`src/rtl/mem_bus_arbiter.sv`:
```
// Single-port memory arbiter between instruction fetch and data access.
// Ports: clk/reset; i_* fetch side; d_* data side; m_* memory side.
module mem_bus_arbiter #(
  parameter int unsigned STARVE_LIMIT = 4
) (
  input  logic        clk,
  input  logic        reset,
  input  logic        i_valid,
  input  logic [63:0] i_addr,
  output logic        i_ok,
  output logic [31:0] i_data,
  input  logic        d_valid,
  input  logic        d_write,
  input  logic [63:0] d_addr,
  input  logic [2:0]  d_size,
  input  logic [63:0] d_wdata,
  input  logic [7:0]  d_strobe,
  output logic        d_ok,
  output logic [63:0] d_rdata,
  output logic        m_valid,
  output logic        m_write,
  output logic [63:0] m_addr,
  output logic [2:0]  m_size,
  output logic [63:0] m_wdata,
  output logic [7:0]  m_strobe,
  input  logic        m_ok,
  input  logic [63:0] m_rdata
);

  typedef enum logic [1:0] {
    IDLE,
    BUSY_I,
    BUSY_D
  } state_t;

  localparam logic [3:0] LIMIT = 4'(STARVE_LIMIT);

  state_t      state;
  state_t      state_nxt;
  logic [3:0]  starve_cnt;
  logic [3:0]  starve_nxt;
  logic        grant_d;
  logic        grant_i;

  logic        write_nxt;
  logic [63:0] addr_nxt;
  logic [2:0]  size_nxt;
  logic [63:0] wdata_nxt;
  logic [7:0]  strobe_nxt;

  always_comb begin
    grant_d = d_valid && (!i_valid || (starve_cnt < LIMIT));
    grant_i = !grant_d && i_valid;
  end

  always_comb begin
    state_nxt  = state;
    starve_nxt = starve_cnt;
    write_nxt  = m_write;
    addr_nxt   = m_addr;
    size_nxt   = m_size;
    wdata_nxt  = m_wdata;
    strobe_nxt = m_strobe;
    case (state)
      IDLE: begin
        unique case (1'b1)
          grant_d: begin
            state_nxt  = BUSY_D;
            write_nxt  = d_write;
            addr_nxt   = d_addr;
            size_nxt   = d_size;
            wdata_nxt  = d_wdata;
            strobe_nxt = d_strobe;
            // Only count data grants that made a fetch wait.
            if (!i_valid) begin
              starve_nxt = 4'd0;
            end else if (starve_cnt < LIMIT) begin
              starve_nxt = starve_cnt + 4'd1;
            end
          end
          grant_i: begin
            state_nxt  = BUSY_I;
            write_nxt  = 1'b0;
            addr_nxt   = i_addr;
            size_nxt   = 3'd3;
            wdata_nxt  = 64'd0;
            strobe_nxt = 8'd0;
            starve_nxt = 4'd0;
          end
          default: begin
            state_nxt = IDLE;
          end
        endcase
      end
      BUSY_I, BUSY_D: begin
        if (m_ok) begin
          state_nxt = IDLE;
        end
      end
      default: begin
        state_nxt = IDLE;
      end
    endcase
  end

  always_ff @(posedge clk) begin
    if (reset) begin
      state      <= IDLE;
      starve_cnt <= 4'd0;
      m_write    <= 1'b0;
      m_addr     <= 64'd0;
      m_size     <= 3'd0;
      m_wdata    <= 64'd0;
      m_strobe   <= 8'd0;
    end else begin
      state      <= state_nxt;
      starve_cnt <= starve_nxt;
      m_write    <= write_nxt;
      m_addr     <= addr_nxt;
      m_size     <= size_nxt;
      m_wdata    <= wdata_nxt;
      m_strobe   <= strobe_nxt;
    end
  end

  assign m_valid = (state != IDLE);

  // A completion racing a reset is dropped: the transaction is aborted.
  assign i_ok = (state == BUSY_I) && m_ok && !reset;
  assign d_ok = (state == BUSY_D) && m_ok && !reset;

  assign i_data  = !i_ok ? 32'd0 :
                   m_addr[2] ? m_rdata[63:32] : m_rdata[31:0];
  assign d_rdata = d_ok ? m_rdata : 64'd0;

endmodule

```
`config.mk`:
```
export PLATFORM = sky130hd
export DESIGN_NAME = mem_bus_arbiter
export DESIGN_NICKNAME = d
export VERILOG_FILES = /design/src/rtl/mem_bus_arbiter.sv
export SDC_FILE = /design/constraint.sdc
export NUM_CORES = 1
export LEC_CHECK = 0
export CORE_AREA = 2 2 201 203
export DETAILED_ROUTE_END_ITERATION = 16
export DIE_AREA = 0 0 203 205
export GPL_TIMING_DRIVEN = 0
export PLACE_DENSITY = 0.48
export RECOVER_POWER = 50
export SYNTH_ARGS = -nofsm -noshare
export SYNTH_HDL_FRONTEND = slang
export SYNTH_SLANG_ARGS = --single-unit
```
`constraint.sdc`:
```
create_clock -name clk -period 3.9 [get_ports clk]
set_input_delay 0.78 -clock clk [delete_from_list [all_inputs] [get_ports clk]]
set_output_delay 0.78 -clock clk [all_outputs]
set_load 0.01 [all_outputs]
```
==> flow_metrics.py <==
metrics = {
    "clock_tree": {
        "insertion_delay_ps": 450,
        "clockRootBuffer": "clkbuf_16",
        "clkSlewWorstSetupHoldPaths_ps": 70,
        "cts_max_level": 4,
        "cts_buffer_depth": 2,
        "ctsHoldBuffers": 0,
        "cts_buffers": 17,
        "clock_sinks": 146,
        "cts_tree": "done",
        "post-cts-setup-buffers": 0,
    },
    "min_path": {
        "min_path_cells": 2,
        "hp-class": "flip-flop to flip-flop",
    },
    "cells_and_area": {
        "fillerInstances": 4121,
        "fin_nets": 1704,
        "fin_util_pct": 35.30,
        "ff_latch_area_mm2": 0.002923,
        "final_layout_size_suffix_gt1_share_pct": 8.403,
        "syn2layout_area_growth_pct": 85.35,
        "final_cell_mix": "clkdlybuf4s50_1 (370), dfxtp_1 (146), dlygate4sd3_1 (140)",
        "final_common_cell": "clkdlybuf4s50_1",
        "multi_input_area_mm2": 0.004009,
        "instances_no_fill": 1968,
    },
    "die": {
        "coreArea_mm2": 0.03937,
        "row_count": 73,
        "die-area_mm2": 0.04162,
        "die_y_um": 205,
        "die_x_um": 203,
        "io_pins": 512,
        "initial_core_util_pct": 19.04,
    },
    "synth": {
        "yosys.cell_types.count": 33,
        "synthesis.nets": 1175,
        "ys_ff_latch": 146,
        "syn_area_mm2": 0.007497,
        "ys_warn_count": 0,
        "syn_avg_cell_area_um2": 8.349,
        "syn-instance-count": 898,
        "seq_area_frac_synth_pct": 38.99,
    },
    "timing": {
        "rsz0062_at_grt": "no",
        "fin_crit_sh_pct": 96.51,
        "post-route-min-period_ps": 3764,
        "setup_viol": 0,
        "worstMarginPinSlew_ps": 1242,
        "hold_viol_final": 0,
        "skew_ps": 16.81,
        "fmax_mhz": 265.7,
        "relSlewSlack_pct": 16.33,
        "finalMaxSlewViolations": 0,
    },
    "placed_design": {
        "dp_cells": 1933,
        "place.gp.congestion": 0.8969,
        "port_buffers": 510,
        "dp_hpwl_um": 33080,
    },
    "routing": {
        "wl_per_cell_um": 20.96,
        "drt-total-wl_um": 41260,
        "dr.pass1.iters": 5,
        "drtIter0Drc": 338,
        "remaining_drc_errors": 0,
        "ant_nets": 0,
        "dr_total_vias": 8882,
        "viasPerCell": 4.513,
    },
    "grt": {
        "overflow": 0,
        "grt_pass1_wl_um": 59080,
        "track_usage_pct": 19.09,
        "antenna_found_initial": 7,
        "grt_pass1_vias": 9003,
        "grt_max_degree": 17,
    },
    "setup_path": {
        "worst_path_largest_cell_delay_ps": 540,
        "crit_buf_inv": 4,
        "crit_path_end_kind": "primary output",
        "start_kind": "primary input",
        "worstSetupPathType": "primary input to primary output",
        "crit_family": "buffers and inverters",
        "critPathMaxFanout": 10,
        "cp.depth": 6,
        "cp_slowest_cell": "clkdlybuf4s50_1",
        "path_cells": "clkdlybuf4s50_1 -> and3b_1 -> clkbuf_2 -> clkbuf_1 -> and2_1 -> clkdlybuf4s50_1",
        "path_common_cell": "clkdlybuf4s50_1",
        "crit_arrival_ps": 2980,
        "cp.required_ps": 3120,
        "rr_worst_depth": 5,
    },
    "flow_run": {
        "cap_viol_max_count": 0,
    },
    "pwr": {
        "p_leak_uw": 0.005111,
        "ir_drop_mv": 0.3087,
        "power_density_mw_per_mm2": 352.4,
    },
    "outcome": {
        "status": "finished clean",
    },
}
[cell usage after synthesis, drive strengths merged]
cell type	count	share of area (%)
a211oi	2	0.20
a21oi	77	5.1
a311oi	64	11
a32oi	2	0.23
and2	64	5.3
and3b	1	0.12
buf	55	4.6
clkbuf	51	2.6
dfxtp	146	39
ha	4	0.67
inv	5	0.25
mux2i	32	4.3
nand2	78	3.9
nand2b	1	0.083
nand3	64	4.3
nand3b	2	0.20
nand4	2	0.17
nor2	102	5.1
nor2b	1	0.083
nor3b	2	0.27
nor4bb	1	0.13
o211ai	74	7.4
o21a	1	0.10
o21ai	66	4.5
or3b	1	0.12
[cells by family after synthesis]
| family | share of synthesized area [%] |
|---|---|
| and+or+nand+nor | 19.79 |
| AOI/OAI and AO/OA | 28.86 |
| DFF | 38.99 |
| buffers and inverters | 7.426 |
| muxes | 4.272 |
| adders and majority gates | 0.6676 |
[power by group]
| group | internal, uW | switching [uW] |
|---|---|---|
| registers | 1630 | 67.4 |
| logic | 674 | 664 |
| clock network | 1120 | 745 |
| total | 3420 | 1480 |
[final timing paths]
| kind | endpoint | slack, ps | start |
|---|---|---|---|
| hold / removal | m_strobe[6] | 450 | m_strobe[6] |
| setup / recovery | d_rdata[44] | 140 | reset |
| hold reg to reg | m_strobe[6] | 450 | m_strobe[6] |
| setup reg to reg | m_addr[8] | 1350 | starve_cnt[3] |
[layer usage]
metal | GRT usage [%] | up-vias | part of all wire [%]
met3 | 4.407 | 51 | 5.9
met2 | 35.71 | 330 | 53
met4 | 6.700 | 2 | 2.5
met5 | 0 | - | 0.039
met1 | 21.01 | 4209 | 39
li1 | - | 4290 | -
[tightest hold or removal path, stage by stage (launching register included)]
cell and delay (ps):
dfxtp_1 310, nand2_1 50, a21oi_1 50
[layout make-up]
| cell class | instances | area share [%] |
|---|---|---|
| Timing Repair Buffer | 510 | 36.74 |
| Sequential cell | 146 | 21.03 |
| Inverter | 5 | 0.1351 |
| Tap cell | 525 | 4.727 |
| Buffer | 106 | 3.773 |
| Clock buffer | 19 | 3.260 |
| Antenna cell | 3 | 0.05402 |
| Clock inverter | 13 | 1.432 |
| Multi-Input combinational cell | 641 | 28.85 |
[through the flow]
stage	worst slack (ps)	TNS, ps	power [uW]	instance area (um^2)	hold slack, ps
after global placement	-213.0	-3172	3129	13260	441.7
after floorplan	1512	0	2327	7497	444.0
after global routing	1.585	0	5127	13890	466.5
final	136.0	0	4897	13900	449.6
after CTS	99.29	0	5033	13910	456.6
after detailed placement	-158.1	-2246	3135	13260	446.5
[timing repair]
| action | 4_1_cts | 5_1_grt |
|---|---|---|
| gates resized for setup | 2 | 3 |
| endpoints found under the hold margin | 0 | 0 |
| pin swaps | 0 | 0 |
| setup endpoints to repair | 40 | 1 |
[registers in the layout (all words and copies together) (netlist names)]
name        cells
m_strobe        8
m_write         1
m_size          3
state           2
starve_cnt      4
m_wdata        64
m_addr         64
(Power assumes the default switching activity.)
